--- config.mk ---
export PLATFORM = sky130hd
export DESIGN_NAME = i2s_tx
export DESIGN_NICKNAME = d
export VERILOG_FILES = /design/src/rtl/i2s_tx.sv
export SDC_FILE = /design/constraint.sdc
export NUM_CORES = 1
export LEC_CHECK = 0
export ABC_CLOCK_PERIOD_IN_PS = 2950
export CAP_MARGIN = 20
export CORE_MARGIN = 4
export CORE_UTILIZATION = 53
export CTS_CLUSTER_DIAMETER = 120
export DETAILED_ROUTE_END_ITERATION = 7
export GPL_ROUTABILITY_DRIVEN = 0
export HOLD_SLACK_MARGIN = 0.15
export PLACE_DENSITY = 0.8
export SLEW_MARGIN = 20
export SYNTH_ARGS = -nofsm -noshare
export SYNTH_HDL_FRONTEND = slang
export SYNTH_SLANG_ARGS = --single-unit
--- constraint.sdc ---
create_clock -name clk -period 2.95 [get_ports clk]
set_input_delay 0.295 -clock clk [delete_from_list [all_inputs] [get_ports clk]]
set_output_delay 0.295 -clock clk [all_outputs]
set_load 0.005 [all_outputs]
--- src/rtl/i2s_tx.sv ---
// rtl/i2s_tx.sv - I2S transmitter sending one mono sample on both channels, MSB first, one-bclk delay
// Defining I2S_TX_MUTE_EN adds a mute input that latches zero at frame boundaries.
module i2s_tx #(
    parameter int BCLK_DIV = 8,
    parameter int SAMPLE_W = 32
) (
    input  logic                clk,
    input  logic                reset_n,
    input  logic                en,
`ifdef I2S_TX_MUTE_EN
    input  logic                mute,
`endif
    input  logic [SAMPLE_W-1:0] sample,
    output logic                sample_req,
    output logic                bclk,
    output logic                lrclk,
    output logic                dacdat
);

    localparam int DIV_W = $clog2(BCLK_DIV);
    localparam int CNT_W = $clog2(2 * SAMPLE_W);
    localparam int IDX_W = $clog2(SAMPLE_W);

    localparam logic [DIV_W-1:0] DIV_LAST = DIV_W'(BCLK_DIV - 1);
    localparam logic [CNT_W-1:0] CNT_LAST = CNT_W'(2 * SAMPLE_W - 1);
    localparam logic [CNT_W-1:0] CNT_RIGHT = CNT_W'(SAMPLE_W);

    logic [DIV_W-1:0]    div_cnt_q, div_cnt_d;
    logic [CNT_W-1:0]    bit_cnt_q, bit_cnt_d;
    logic                bclk_q, bclk_d;
    logic                lrclk_q, lrclk_d;
    logic                dacdat_q, dacdat_d;
    logic                sample_req_q, sample_req_d;
    logic [SAMPLE_W-1:0] hold_q, hold_d;

    logic [SAMPLE_W-1:0] latch_val;
    logic [CNT_W-1:0]    bit_nxt;
    logic [IDX_W-1:0]    slot_idx;
    logic                term_cnt;

`ifdef I2S_TX_MUTE_EN
    assign latch_val = mute ? '0 : sample;
`else
    assign latch_val = sample;
`endif

    assign term_cnt = (div_cnt_q == DIV_LAST);

    // Slot 0 carries the previous frame's LSB, so it reads hold_q before the new latch lands.
    always_comb begin
        bit_nxt = (bit_cnt_q == CNT_LAST) ? '0 : bit_cnt_q + CNT_W'(1);
        if (bit_nxt == '0) begin
            slot_idx = '0;
        end else if (int'(bit_nxt) <= SAMPLE_W) begin
            slot_idx = IDX_W'(SAMPLE_W - int'(bit_nxt));
        end else begin
            slot_idx = IDX_W'(2 * SAMPLE_W - int'(bit_nxt));
        end
    end

    always_comb begin
        div_cnt_d    = div_cnt_q;
        bit_cnt_d    = bit_cnt_q;
        bclk_d       = bclk_q;
        lrclk_d      = lrclk_q;
        dacdat_d     = dacdat_q;
        hold_d       = hold_q;
        sample_req_d = 1'b0;
        if (!en) begin
            div_cnt_d = '0;
            bit_cnt_d = CNT_LAST;
            bclk_d    = 1'b0;
            lrclk_d   = 1'b1;
            dacdat_d  = 1'b0;
            hold_d    = '0;
        end else begin
            div_cnt_d = term_cnt ? '0 : div_cnt_q + DIV_W'(1);
            if (term_cnt) begin
                bclk_d = ~bclk_q;
                // bclk_q high at terminal count means this toggle is a falling edge.
                if (bclk_q) begin
                    bit_cnt_d    = bit_nxt;
                    lrclk_d      = (bit_nxt >= CNT_RIGHT);
                    dacdat_d     = hold_q[slot_idx];
                    sample_req_d = (bit_nxt == CNT_LAST);
                    if (bit_nxt == '0) begin
                        hold_d = latch_val;
                    end
                end
            end
        end
    end

    always_ff @(posedge clk or negedge reset_n) begin
        if (!reset_n) begin
            div_cnt_q    <= '0;
            bit_cnt_q    <= CNT_LAST;
            bclk_q       <= 1'b0;
            lrclk_q      <= 1'b1;
            dacdat_q     <= 1'b0;
            sample_req_q <= 1'b0;
            hold_q       <= '0;
        end else begin
            div_cnt_q    <= div_cnt_d;
            bit_cnt_q    <= bit_cnt_d;
            bclk_q       <= bclk_d;
            lrclk_q      <= lrclk_d;
            dacdat_q     <= dacdat_d;
            sample_req_q <= sample_req_d;
            hold_q       <= hold_d;
        end
    end

    assign bclk       = bclk_q;
    assign lrclk      = lrclk_q;
    assign dacdat     = dacdat_q;
    assign sample_req = sample_req_q;

endmodule

==> reports/metrics.yaml <==
place_area_um2: 2630
max-slew-margin-rel_pct: 60.3
yosysUniqueCellTypes: 42
power_density_nw_per_um2: 396
maxSlewViolCount: 0
hold_violations: 0
routed_via_density: 6.01
grt_max_degree: 46
period_needed_ps: 2700
h-tree-depth: 2
synth_seq_cells: 45
globalRoute.totalOverflow: 0
route.detailed.drc: 0
cts.reportedPaths.clkPinSlew_ps: 80
path_class: "flop to flop"
design_area_um2: 2740
synth_ff_type: "dfrtp_1"
fp.dieArea_um2: 5440
io_pins: 39
grt_pass1_vias: 1664
fp.dieW_um: 73.7
cts_buffer_depth: 2
syn_avg_cell_area_um2: 11.7
cts_sinks: 45
yosysWarningCount: 0
setup_tns_ps: 0
wl_per_cell_um: 16.7
setup_violations: 0
ys_top_cells_by_area: "dfrtp_1 42%, a22o_1 12%, dfstp_2 8.0%"
synth_edf_count: 0
numCtsBuffers: 5
crit_top_cell: "mux2i_1"
reg2reg_setup_slack_ps: 250
worstPathArrival_ps: 2900
grt_pass1_wl_um: 8020
cp_slowest_cell: "dfstp_2"
fmax_mhz: 370
dr.pass1.iters: 4
hpwl_um: 3350
worst_pin_slew_ps: 595
initial_core_util_pct: 56.0
synth.largest_area_cell: "dfrtp_1"
required_ps: 3150
rsz0062_at_grt: "no"
start_kind: "flop"
synth.cell_area_um2: 2290
area_growth_pct: 19.6
final_util_pct: 67.0
die_y_um: 73.7
layout_worst_path_cycle_share_pct: 91.6
drv_cap: 0
skew_ps: 6.68
clk_latency_ps: 300
cp_slowest_stage_delay_ps: 670
end_kind: "flop"
min_path_type: "flop to flop"
portBuffers: 38
drt_wl_total_um: 4630
grt_usage_pct: 19.3
cts_root_buf: "clkbuf_8"
synthCells: 195
cts_setup_buffers: 0
ir_drop_mv: 0.287
grt_antenna_before_repair: 0
coreArea_um2: 4090
crit_chain: "inv_1 -> ha_2 -> buf_4 -> nor2b_1 -> a221oi_1 -> mux2i_1 -> a211oi_1 -> mux2i_1 -> o311ai_2"
final_layout_size_suffix_gt1_share_pct: 14.1
p_leak_nw: 1.23
rows: 23
async_reset_ff_share_pct: 100
num_vias: 1666
critPathMaxFanout: 10
ant_nets: 0
cts_tree: "done"
status: "complete, no violations"
synth_nets: 234
n_antenna_cell: 0
first_iter_violations: 165
nets: 266
synth-seq-area-share_pct: 49.6
synth_top_area_share_pct: 41.5
==> logic make-up (layout without fill, tap and decap cells) <==
group	after synthesis	in the layout	share of synthesized area (%)
mux	13	13	7.43
flops	45	45	49.6
buf+inv	21	53	5.96
simple gates	46	46	10.2
compound gates	62	62	22.8
xor+xnor	4	4	1.86
fa+ha+maj	4	4	2.19
==> flip-flops by register name, indices dropped and copies added, names as in the netlist <==
signal,flops
bit_cnt_q,6
div_cnt_q,3
dacdat,1
lrclk,1
sample_req,1
bclk,1
hold_q,32
==> cells in the mapped netlist, types with 4 or more instances <==
master,n
o21ai_0,4
a22o_1,32
o211ai_1,4
clkbuf_1,5
mux2i_1,8
dfstp_2,7
buf_6,6
nor2_1,6
nand2_1,16
nand3_1,7
buf_2,4
and2_1,5
inv_1,4
dfrtp_1,38
ha_1,4
==> routing by layer <==
layer	up-vias	global-route usage [%]	wire [um]
li1	791	-	-
met1	806	25.7	2060
met3	6	4.65	288
met4	0	6.04	49
met5	-	0	0
met2	63	31.0	2240
==> critical path, delay by kind of cell (launching register included) <==
| kind | cells | cell delay [ps] |
|---|---|---|
| AOI/OAI and AO/OA | 3 | 820 |
| adders and majority gates | 1 | 370 |
| buffers and inverters | 2 | 320 |
| DFF | 1 | 670 |
| muxes | 2 | 260 |
| and+or+nand+nor | 1 | 160 |
==> power breakdown <==
group          total (W)  switching, W  internal, W
Combinational  0.0000730     0.0000287    0.0000443
Sequential      0.000622    0.00000156     0.000620
Clock           0.000390      0.000205     0.000185
==> area by class of cell <==
type | instances | area, um^2
fillers | 315 | 1350
well taps | 50 | 62.6
inverters | 4 | 15.0
clock inverters | 1 | 7.51
multi-input cells | 129 | 1020
flip-flops and latches | 45 | 1130
repair buffers | 42 | 410
clock buffers | 6 | 82.6
==> timing repair <==
| item | 4_1_cts | 5_1_grt |
|---|---|---|
| gates resized for setup | 0 | 1 |
| endpoints found under the setup margin | 0 | 1 |
| hold endpoints to repair | 0 | 38 |
| hold buffers | 0 | 1 |
==> cells in the final DEF, fill, tap and decap left out, types with 2 or more instances in the layout <==
cell type	synthesis	final
a211oi_1	3	3
a21boi_0	2	2
a21oi_1	3	3
a221oi_1	2	2
a22o_1	32	32
a31oi_1	2	2
and2_1	5	5
and2b_1	2	2
and3_1	3	3
buf_4	2	4
clkbuf_8	0	6
clkdlybuf4s50_1	0	37
dfrtp_1	38	38
dfstp_2	7	7
ha_1	4	3
inv_1	4	4
mux2_2	2	2
mux2i_1	8	8
mux4_2	3	3
nand2_1	16	16
nand3_1	7	7
nor2_1	6	5
nor3_1	2	2
o211ai_1	4	4
o21ai_0	4	4
o2bb2ai_1	2	2
xor2_1	2	2
==> worst paths after layout <==
kind	from	to	cells past startpoint
worst max-delay path	bit_cnt_q[0]$_DFFE_PN1P_	dacdat$_DFFE_PN0P_	9
worst min-delay path	div_cnt_q[0]$_DFF_PN0_	div_cnt_q[0]$_DFF_PN0_	1
worst max register to register	bit_cnt_q[0]$_DFFE_PN1P_	dacdat$_DFFE_PN0P_	9
worst min register to register	div_cnt_q[0]$_DFF_PN0_	div_cnt_q[0]$_DFF_PN0_	1
max in group asynchronous	reset_n	bit_cnt_q[3]$_DFFE_PN1P_	2
min in group asynchronous	reset_n	hold_q[7]$_DFFE_PN0P_	2
==> stage by stage <==
| step | instances | power [W] | worst slack, ps | hold WS (ps) |
|---|---|---|---|---|
| after floorplan | 195 | 0.000645 | 536 | -0.591 |
| after global placement | 269 | 0.000704 | 370 | 423 |
| after detailed placement | 269 | 0.000707 | 161 | 460 |
| after CTS | 276 | 0.00109 | 139 | 172 |
| after global routing | 277 | 0.00112 | 107 | 493 |
| final | 277 | 0.00108 | 247 | 462 |
Note: power is estimated with default switching activity, not from simulation.
